## src/rtl/au_neg_c_serial.sv

```systemverilog
// Digit-serial conditional two's complementer: z = neg ? -a : a, DIGIT bits per clock, LSB first.
// Optional registered signed-overflow flag on port ovf when AU_NEG_C_SERIAL_OVF_EN is defined.
module au_neg_c_serial #(
  parameter int WIDTH = 16,
  parameter int DIGIT = 4
) (
  input  logic             clk,
  input  logic             rst_n,
  input  logic             in_valid,
  output logic             in_ready,
  input  logic [WIDTH-1:0] a,
  input  logic             neg,
  output logic             out_valid,
  input  logic             out_ready,
  output logic [WIDTH-1:0] z,
  output logic             busy
`ifdef AU_NEG_C_SERIAL_OVF_EN
  ,
  output logic             ovf
`endif
);

  localparam int NDIG = (WIDTH + DIGIT - 1) / DIGIT;
  localparam int PW   = NDIG * DIGIT;
  localparam int CW   = (NDIG > 1) ? $clog2(NDIG) : 1;

  typedef enum logic [1:0] {IDLE, RUN, DONE} state_t;

  state_t          state, state_nxt;
  logic [PW-1:0]   opr;
  logic [PW-1:0]   res, res_nxt;
  logic            negr, carry;
  logic [CW-1:0]   cnt;
  logic            last, accept;
  logic [DIGIT:0]  d;

  assign accept = in_valid && in_ready;
  assign last   = (cnt == CW'(NDIG - 1));

  // Operand shifts right one digit per cycle, so the active slice is always at the bottom.
  assign d = {1'b0, opr[DIGIT-1:0] ^ {DIGIT{negr}}} + (DIGIT+1)'(carry);

  // Result fills from the top; after NDIG shifts it sits fully aligned.
  generate
    if (NDIG == 1) begin : g_one
      assign res_nxt = d[DIGIT-1:0];
    end else begin : g_multi
      assign res_nxt = {d[DIGIT-1:0], res[PW-1:DIGIT]};
    end
  endgenerate

  always_comb begin
    state_nxt = state;
    in_ready  = 1'b0;
    out_valid = 1'b0;
    busy      = 1'b1;
    case (state)
      IDLE: begin
        in_ready = 1'b1;
        busy     = 1'b0;
        if (in_valid) state_nxt = RUN;
      end
      RUN: begin
        if (last) state_nxt = DONE;
      end
      DONE: begin
        out_valid = 1'b1;
        if (out_ready) state_nxt = IDLE;
      end
      default: state_nxt = IDLE;
    endcase
  end

  always_ff @(posedge clk or negedge rst_n) begin
    if (!rst_n) begin
      state <= IDLE;
      opr   <= '0;
      res   <= '0;
      negr  <= 1'b0;
      carry <= 1'b0;
      cnt   <= '0;
      z     <= '0;
    end else begin
      state <= state_nxt;
      if (accept) begin
        opr   <= PW'(a);
        negr  <= neg;
        carry <= neg;
        cnt   <= '0;
      end else if (state == RUN) begin
        opr   <= opr >> DIGIT;
        res   <= res_nxt;
        carry <= d[DIGIT];
        cnt   <= cnt + CW'(1);
        if (last) z <= res_nxt[WIDTH-1:0];
      end
    end
  end

`ifdef AU_NEG_C_SERIAL_OVF_EN
  localparam logic [WIDTH-1:0] MSB = WIDTH'(1) << (WIDTH - 1);
  logic ovf_pend;

  // Decided at capture since the operand register is consumed by the shift.
  always_ff @(posedge clk or negedge rst_n) begin
    if (!rst_n) begin
      ovf_pend <= 1'b0;
      ovf      <= 1'b0;
    end else begin
      if (accept) ovf_pend <= neg && (a == MSB);
      if (state == RUN && last) ovf <= ovf_pend;
    end
  end
`endif

endmodule

```

## config.mk

```make
export PLATFORM = sky130hd
export DESIGN_NAME = au_neg_c_serial
export DESIGN_NICKNAME = d
export VERILOG_FILES = /design/src/rtl/au_neg_c_serial.sv
export SDC_FILE = /design/constraint.sdc
export NUM_CORES = 1
export LEC_CHECK = 0
export CORE_MARGIN = 5
export CORE_UTILIZATION = 51
export DETAILED_ROUTE_END_ITERATION = 12
export GPL_TIMING_DRIVEN = 1
export PLACE_DENSITY = 0.79
export SLEW_MARGIN = 25
export SYNTH_ARGS = -nofsm -noshare
export SYNTH_HDL_FRONTEND = slang
export SYNTH_SLANG_ARGS = --single-unit
```

## constraint.sdc

```tcl
create_clock -name clk -period 1.8 [get_ports clk]
set_input_delay 0.18 -clock clk [delete_from_list [all_inputs] [get_ports clk]]
set_output_delay 0.18 -clock clk [all_outputs]
set_load 0.03 [all_outputs]
```

==> reports/qor.yml <==
synthesis:
  synth_area_per_cell_um2: 10.65
  synth.cell_area_mm2: 0.002098
  synth_nets: 221
  ys_warn_count: 0
  netlist.area_leader.share: 0.5963
  synth_cells: 197
  synth_area_leader_cell: "dfrtp_1"
  synth_xor_area_frac: 0.01670
  synthDistinctLibCells: 27
  synth-adder-area-share: 0.01789
  synth_seq_cells: 50
  ys_seq_area_frac: 0.5963
  yosys.area_share.simple: 0.1616
  synth_top_family_by_area: "simple AND/OR/NAND/NOR gates"
  synth.area.mux_share: 0.08050
  synth-compound-area-share: 0.09779
  synthTopCellsByArea: "dfrtp_1 60%, nand2_1 12%, mux2_2 4.8%"
detailed_routing:
  met2_length_mm: 2.103
  drt-met1-wl_mm: 1.829
  dr_wl_met3_um: 174
  drc: 0
  drt_iter0_markers: 144
  vias_per_cell: 5.140
  first_pass_iters: 4
  top_layer_used: "met4"
  vias: 1501
  wirelength_mm: 4.187
  ant_nets: 0
  wire_per_inst_um: 14.34
sta:
  max_freq_ghz: 0.6125
  finalSetupTns_ns: 0
  finalWorstSetupSlack_ns: 0.1674
  clock_skew_ns: 0.005412
  finalSetupViolations: 0
  hold_viol_final: 0
  fin_crit_sh: 0.9070
  maxSlewHeadroom: 0.4554
  period_minus_slack_ns: 1.633
  tightest_slew_ns: 0.8139
  rsz0062_at_grt: "no"
  final_max_slew_viol_count: 0
global_route:
  track_usage: 0.1704
  antenna_found_initial: 0
  overflow: 0
  grt_pass1_vias: 1519
  grt_max_degree: 28
  grt_pass1_wl_mm: 7.100
finish:
  multiInputGateArea_um2: 788.3
  fillers: 315
  finish.utilization: 0.6709
  fin_cells: 292
  seqCellArea_mm2: 0.001251
  diodes: 0
  area_delta_synth_final_pct: 27.91
  final_nets: 265
  drive_above_1_share: 0.1157
  finalInstanceArea_mm2: 0.002684
worst_hold_path:
  hp-class: "in -> async"
place:
  io_buffers: 39
  place_inst: 283
  dp.final_hpwl_mm: 2.873
  preCtsSetupSlack_ns: 0.09701
  place.gp.congestion: 0.7898
  place_area_mm2: 0.002564
critical_path:
  crit_type: "reg -> reg"
  critical_path.startpoint_type: "register"
  end_kind: "register"
  arrival_ns: 1.87
  cp.required_ns: 2.04
  critPathMaxFanout: 13
clock_network:
  cts_tree: "done"
  ctsHtreeMaxLevel: 2
  clk_latency_ns: 0.30
  cts_setup_buffers: 0
  cts_inserted_buffers: 5
  cts_root_buffer: "clkbuf_8"
  clk_pin_slew_ns: 0.09
  cts.path.max_buffers: 2
  cts_sinks: 50
power_and_ir_drop:
  sw_frac_of_total: 0.4054
  power_frac_seq: 0.384
  powerDensity_mw_per_mm2: 1948
  internal_power_uw: 3108
  ir_drop_mv: 1.072
  net-switching-power_uw: 2119
  power.leakage_uw: 0.001301
  power_frac_clock: 0.142
  pwr-share-comb: 0.474
floorplan:
  io_pins: 40
  dieArea_mm2: 0.005497
  fp-row-count: 23
  die_w_um: 74.14
  dieHeight_um: 74.14
  start_util: 0.5246
  core_mm2: 0.004000
job:
  cap_violations: 0
outcome:
  outcome: "finished, final reports clean"
==> metrics by stage <==
step	power [uW]	hold slack, ns
2_1_floorplan	3622	-0.1156
3_3_place_gp	4432	0.1921
3_5_place_dp	4522	0.1938
4_1_cts	5271	0.4059
5_1_grt	5612	0.4432
6_report	5227	0.3888
==> cells by family after synthesis <==
logic type / count (synthesis)
simple gates: 81
xor+xnor: 4
mux: 15
flops: 50
fa+ha+maj: 3
compound gates: 31
buf+inv: 13
==> metal layers <==
metal,up-vias,track usage
met1,722,0.2308
met2,27,0.2736
met3,8,0.03108
li1,744,-
met5,-,0
met4,0,0.06640
==> registers in the layout, indices dropped and copies added, names as in the netlist <==
signal and count:
carry 1, state 2, z 16, opr 16, cnt 2, negr 1
res 12
==> cells in the mapped netlist <==
| library cell | instances |
|---|---|
| nand2_4 | 1 |
| nor2_1 | 2 |
| buf_2 | 1 |
| mux2_2 | 9 |
| clkbuf_1 | 7 |
| nand2b_1 | 6 |
| dfrtp_1 | 50 |
| a21oi_1 | 2 |
| inv_1 | 3 |
| o21ai_1 | 2 |
| o31a_1 | 2 |
| xor2_1 | 3 |
| xnor2_1 | 1 |
| a2bb2oi_1 | 1 |
| ha_1 | 3 |
| nand2_1 | 69 |
| mux2_1 | 6 |
| o21a_1 | 1 |
| o22ai_1 | 2 |
| a22oi_1 | 12 |
| nor2b_1 | 1 |
| o21ai_0 | 8 |
| nor3_1 | 1 |
| buf_6 | 1 |
| buf_4 | 1 |
| nor3b_2 | 1 |
| a32oi_1 | 1 |
==> worst max-delay path, stage by stage (launching register included) <==
cell and delay (ns):
dfrtp_1 0.45, nor2b_2 0.22, nor2_1 0.65, nand2_1 0.15
nand2_1 0.11
==> layout make-up <==
class,count,area share
flip-flops and latches,50,0.4662
inverters,3,0.004196
well taps,50,0.02331
repair buffers,47,0.1716
clock buffers,8,0.04103
multi-input cells,134,0.2937
==> layout by cell type, fill, tap and decap left out <==
cell type        netlist  layout
nor3b_2                1       1
a2bb2oi_1              1       1
nor2b_2                0       1
clkbuf_8               0       8
a21oi_1                2       2
o31a_1                 2       2
inv_1                  3       3
nor2_1                 2       2
ha_1                   3       3
dlygate4sd2_1          0       2
clkdlybuf4s50_1        0      35
buf_2                  1       1
o21ai_1                2       2
a32oi_1                1       1
dlymetal6s2s_1         0       1
mux2_1                 6       6
o21ai_0                8       8
o21a_1                 1       1
xor2_1                 3       3
dfrtp_1               50      50
nand2_4                1       1
xnor2_1                1       1
mux2_2                 9       9
nand2_1               69      69
buf_4                  1       6
a22oi_1               12      12
dlygate4sd3_1          0       1
nor3_1                 1       1
o22ai_1                2       2
buf_12                 0       1
nand2b_1               6       6
==> power by group through the flow <==
| stage | registers (uW) | logic [uW] | clock network [uW] |
|---|---|---|---|
| CTS | 2010 | 2510 | 749 |
| detailed placement | 2030 | 2490 | 0 |
| global route | 2080 | 2730 | 807 |
| finish | 2010 | 2480 | 742 |
| floorplan | 2280 | 1340 | 0 |
| global placement | 2010 | 2420 | 0 |
==> worst paths after layout <==
check | startpoint | endpoint | slack [ns] | cells after the start
hold reg to reg | res[7] | res[7] | 0.48 | 2
max in group asynchronous | rst_n | opr[0] | 0.89 | 3
setup reg to reg | state[0] | opr[4] | 0.17 | 4
min in group clk | a[15] | opr[15] | 0.41 | 3
setup / recovery | state[0] | opr[4] | 0.17 | 4
hold / removal | rst_n | z[4] | 0.39 | 2
==> repair_timing <==
action | 4_1_cts | 5_1_grt
pin swaps | 0 | 0
hold buffers | 1 | 0
endpoints found under the hold margin | 23 | 0
gates resized for setup | 2 | 1
endpoints found under the setup margin | 2 | 1
(Power assumes the default switching activity.)
